File: config.mk
export PLATFORM = sky130hd
export DESIGN_NAME = raised_symbol_slicer
export DESIGN_NICKNAME = d
export VERILOG_FILES = /design/src/rtl/raised_symbol_slicer.sv
export SDC_FILE = /design/constraint.sdc
export NUM_CORES = 1
export LEC_CHECK = 0
export ABC_AREA = 1
export BUFFER_PORTS_ARGS = -buffer_cell sky130_fd_sc_hd__buf_4
export CORE_UTILIZATION = 45
export DETAILED_ROUTE_END_ITERATION = 6
export PLACE_DENSITY_LB_ADDON = 0.1
export RECOVER_POWER = 50
export SYNTH_ARGS = -nofsm -noshare
export SYNTH_HDL_FRONTEND = slang
export SYNTH_SLANG_ARGS = --single-unit
File: constraint.sdc
create_clock -name clk -period 1.5 [get_ports clk]
set_input_delay 0.15 -clock clk [delete_from_list [all_inputs] [get_ports clk]]
set_output_delay 0.15 -clock clk [all_outputs]
set_load 0.005 [all_outputs]
File: src/rtl/raised_symbol_slicer.sv
// Symbol recovery after the matched filter: amplitude frame detect, fixed-phase
// decision per symbol, sign slicing, and a one-deep handshaked output buffer.
module raised_symbol_slicer #(
  parameter int WIDTH         = 16,
  parameter int SPS           = 8,
  parameter int SAMPLE_OFFSET = 4,
  parameter int THRESH        = 2048,
  parameter int FRAME_BITS    = 8
) (
  input  logic                    clk,
  input  logic                    reset,
  input  logic signed [WIDTH-1:0] datain,
  input  logic                    readready,
  output logic                    dataout,
  output logic                    writeready,
  input  logic                    waitwrite,
  output logic                    complete,
  output logic                    overflow,
  output logic                    busy
);

  localparam int PW = (SPS > 1) ? $clog2(SPS) : 1;
  localparam int BW = $clog2(FRAME_BITS + 1);
  localparam logic [PW-1:0] PHASE_LAST = PW'(SPS - 1);
  localparam logic [PW-1:0] PHASE_DEC  = PW'(SAMPLE_OFFSET);
  localparam logic [BW-1:0] BIT_LAST   = BW'(FRAME_BITS - 1);
  localparam logic signed [WIDTH:0] THRESH_X = (WIDTH+1)'(THRESH);

  typedef enum logic [1:0] {
    ST_IDLE  = 2'd0,
    ST_TRACK = 2'd1,
    ST_DONE  = 2'd2
  } state_e;

  state_e          state_q, state_d;
  logic [PW-1:0]   phase_q, phase_d;
  logic [BW-1:0]   bitcnt_q, bitcnt_d;
  logic            dataout_q, dataout_d;
  logic            wr_q, wr_d;
  logic            complete_q, complete_d;
  logic            overflow_q, overflow_d;
  logic            busy_q, busy_d;

  logic signed [WIDTH:0] ext_s, mag_s;
  logic [PW-1:0]         phase_inc_s;
  logic                  detect_s, decide_s, bit_s;

  // Magnitude is taken one bit wider so -2^(WIDTH-1) cannot wrap.
  always_comb begin
    ext_s       = {datain[WIDTH-1], datain};
    mag_s       = ext_s[WIDTH] ? -ext_s : ext_s;
    detect_s    = readready && (mag_s >= THRESH_X);
    bit_s       = ~datain[WIDTH-1];
    phase_inc_s = (phase_q == PHASE_LAST) ? '0 : phase_q + PW'(1);
    decide_s    = (state_q == ST_TRACK) && readready && (phase_inc_s == PHASE_DEC);
  end

  // Next-state and output-buffer logic.
  always_comb begin
    state_d    = state_q;
    phase_d    = phase_q;
    bitcnt_d   = bitcnt_q;
    dataout_d  = dataout_q;
    wr_d       = wr_q;
    overflow_d = overflow_q;

    case (state_q)
      ST_IDLE: begin
        if (detect_s) begin
          state_d  = ST_TRACK;
          phase_d  = '0;
          bitcnt_d = '0;
        end else begin
          state_d  = ST_IDLE;
        end
      end
      ST_TRACK: begin
        if (readready) begin
          phase_d = phase_inc_s;
          if (decide_s) begin
            bitcnt_d = bitcnt_q + BW'(1);
            if (bitcnt_q == BIT_LAST) begin
              state_d = ST_DONE;
            end else begin
              state_d = ST_TRACK;
            end
          end else begin
            state_d = ST_TRACK;
          end
        end else begin
          state_d = ST_TRACK;
        end
      end
      ST_DONE: begin
        state_d = ST_IDLE;
      end
      default: begin
        state_d = ST_IDLE;
      end
    endcase

    // A decision always wins the buffer; losing an unaccepted bit is sticky.
    if (decide_s) begin
      dataout_d  = bit_s;
      wr_d       = 1'b1;
      overflow_d = overflow_q | (wr_q & ~waitwrite);
    end else if (wr_q && waitwrite) begin
      wr_d = 1'b0;
    end else begin
      wr_d = wr_q;
    end

    complete_d = (state_d == ST_DONE);
    busy_d     = (state_d != ST_IDLE);
  end

  // State and registered outputs.
  always_ff @(posedge clk or negedge reset) begin
    if (!reset) begin
      state_q    <= ST_IDLE;
      phase_q    <= '0;
      bitcnt_q   <= '0;
      dataout_q  <= 1'b0;
      wr_q       <= 1'b0;
      complete_q <= 1'b0;
      overflow_q <= 1'b0;
      busy_q     <= 1'b0;
    end else begin
      state_q    <= state_d;
      phase_q    <= phase_d;
      bitcnt_q   <= bitcnt_d;
      dataout_q  <= dataout_d;
      wr_q       <= wr_d;
      complete_q <= complete_d;
      overflow_q <= overflow_d;
      busy_q     <= busy_d;
    end
  end

  assign dataout    = dataout_q;
  assign writeready = wr_q;
  assign complete   = complete_q;
  assign overflow   = overflow_q;
  assign busy       = busy_q;

endmodule

==> impl_metrics.csv <==
group,metric,value,unit
critical_path,crit_slowest_cell,"dfrtp_1",
synth,synth_area_per_cell,8.47,um2
synth,netlist_area,847,um2
critical_path,critPathArrivalTime,1630,ps
routing,drt_wl_total,1.68,mm
min_path,holdCritPathClass,"primary input to register",
routing,top_layer_used,"met4",
sta,finalCritPeriodShare,0.969,
critical_path,cpPeakStageDelay,400,ps
sta,fin_ws,46.1,ps
floorplan,io_pins,25,
critical_path,cp_cell_sequence,"ha_2 > ha_4 > nand3_4 > o21ai_4 > nand3_4 > nand2_1 > nand2_1",
sta,drv_slew,0,
sta,worst_pin_slew,725,ps
synth,ys_ff_latch,14,
floorplan,die_x,45.4,um
cts,clk_pin_slew,80,ps
layout,drive_above_1_share,0.348,
critical_path,crit_fanout,5,
grt,grt_pass1_vias,724,
cts,cts_buffer_depth,2,
synth,postSynthCellCount,100,
sta,fmax,0.688,GHz
status,outcome,"finished clean",
job,cap_violations,0,
sta,rsz0062_at_grt,"yes",
critical_path,crit_required,1670,ps
cts,numCtsBuffers,3,
grt,grt_pass1_wl,2.84,mm
placed_design,gp_congestion,0.777,
layout,fin_area,0.00115,mm2
routing,wire_per_inst,10.7,um
min_path,min_path_cells,2,
floorplan,die_h,45.4,um
critical_path,reg2regPathDepth,7,
routing,drtAntennaViolNets,0,
routing,drtPass1Iterations,3,
layout,areaGrowthSynthToFinish,35.3,%
synth,synth-warning-count,0,
routing,wl_met2,850,um
critical_path,start_kind,"register",
layout,multi_input_area,463,um2
synth,yosys.area.top_type,"dfrtp_1",
placed_design,dp_slack,-41.8,ps
synth,yosysUniqueCellTypes,23,
floorplan,floorplan.initialDensity,0.485,
pwr,power_density,1120,mW/mm2
cts,htree_levels,1,
synth,synth_fp_nets,125,
floorplan,core-area,0.00175,mm2
layout,num-nets-final,158,
layout,ff_latch_area,350,um2
placed_design,port_buffers,24,
placed_design,detailed_place_hpwl,1.33,mm
routing,drt-vias-per-instance,4.63,
sta,hold_ws,61.7,ps
sta,fin_skew,0.595,ps
layout,fin_util,0.657,
synth,synth.top_cell.area_share,0.414,
cts,cts_num_sinks,14,
floorplan,die-area,0.00206,mm2
routing,drtIter0Drc,10,
routing,wl_met3,69,um
sta,fin_tns_setup,0,ps
grt,grt_util_all_layers,0.192,
sta,setup-violations-final,0,
floorplan,num_rows,15,
routing,wl_met1,753,um
cts,clock_latency,280,ps
sta,hold_viol,0,
routing,via_count,727,
pwr,irDropWorstVdd,954,uV
layout,fill_cells,159,
grt,grt_overflow,0,
placed_design,postPlaceCellArea,0.00107,mm2
sta,max_slew_margin,0.517,
sta,fin_crit,1450,ps
synth,synth_area_leaders,"dfrtp_1, nand2_1, ha_1",
critical_path,critPathKind,"register to register",
routing,post-route-drc-count,0,
grt,antenna_found_initial,0,
cts,cts_tree,"built",
synth,yosysSeqAreaShare,0.414,
critical_path,critPathCaptureType,"register",
cts,root_buffer,"clkbuf_4",
grt,grt_max_degree,15,
pwr,power_leakage,0.000592,uW
layout,antennaDiodeCount,0,
repair_timing:
action | 4_1_cts | 5_1_grt
gates resized for setup | 3 | 0
hold buffers | 1 | 0
pin swaps | 0 | 3
setup endpoints to repair | 4 | 4
setup buffers | 0 | 1
endpoints found under the hold margin | 14 | 0
placed cells by master (no fill, tap or decap), types with 2 or more instances in the layout:
cell type and instances:
dfrtp_1 14, nand3_4 3, nand2_1 31, or2_1 2, nand3_1 3, ha_1 3
buf_4 26, nand4_1 5, nor3_1 2, nor2_2 2, clkbuf_4 3, nor2_1 7
inv_1 12, inv_2 3
critical path, delay by kind of cell, from the launching register on:
kind,cells,cell delay (ps)
AOI/OAI and AO/OA,1,110
adders and majority gates,2,500
DFF,1,400
and+or+nand+nor,4,340
logic make-up (layout without fill, tap and decap cells):
family                     count (synthesis)  count (layout)  share of synthesized area
AOI/OAI and AO/OA                          4               4                     0.0310
and+or+nand+nor                           61              61                      0.405
DFF                                       14              14                      0.414
buffers and inverters                     15              47                     0.0665
adders and majority gates                  5               5                     0.0739
xor gates and xnor gates                   1               1                     0.0103
layout make-up:
class / count / area share
Multi-Input combinational cell: 71 / 0.404
Sequential cell: 14 / 0.306
Inverter: 15 / 0.0491
Timing Repair Buffer: 28 / 0.182
Tap cell: 25 / 0.0273
Clock buffer: 4 / 0.0317
layer usage:
layer / vias up / GRT usage
met4: 0 / 0.0485
met5: - / 0
met2: 14 / 0.329
met1: 331 / 0.234
li1: 380 / -
met3: 2 / 0.0595
stage by stage:
stage / cells / power [uW]
floorplan: 100 / 792
global placement: 151 / 941
detailed placement: 151 / 957
CTS: 156 / 1280
global route: 157 / 1370
finish: 157 / 1280
worst paths after layout:
kind                            start     endpoint  slack, ps
setup reg to reg           phase_q[1]  bitcnt_q[3]         50
min in group asynchronous       reset   state_q[0]        440
hold reg to reg              overflow     overflow        480
hold / removal             datain[15]      dataout         60
setup / recovery           phase_q[1]  bitcnt_q[3]         50
max in group asynchronous       reset  bitcnt_q[2]        610
flip-flops by register name, indices dropped and copies added, names as in the netlist:
| signal | count |
|---|---|
| state_q | 2 |
| dataout | 1 |
| complete | 1 |
| busy | 1 |
| writeready | 1 |
| phase_q | 3 |
| bitcnt_q | 4 |
| overflow | 1 |
synth_stat cells:
master and count:
inv_2 3, nor2_1 7, a21oi_1 1, nor3_1 2, or2_1 2, o21bai_1 1, nand2_1 31, o21ai_0 1
ha_1 5, dfrtp_1 14, inv_1 12, nor2_4 1, nand2_2 1, nor4_4 1, nand3_1 3, nor3b_1 1
xor2_1 1, nand3_4 3, nor2_2 2, o21ai_2 1, nor3_2 1, nand3_2 1, nand4_1 5
power by group:
| group | switching, uW | internal, uW |
|---|---|---|
| Sequential | 75.8 | 475 |
| Combinational | 217 | 244 |
| Clock | 121 | 148 |
| Total | 414 | 868 |
Power figures use the tool's default switching activity.
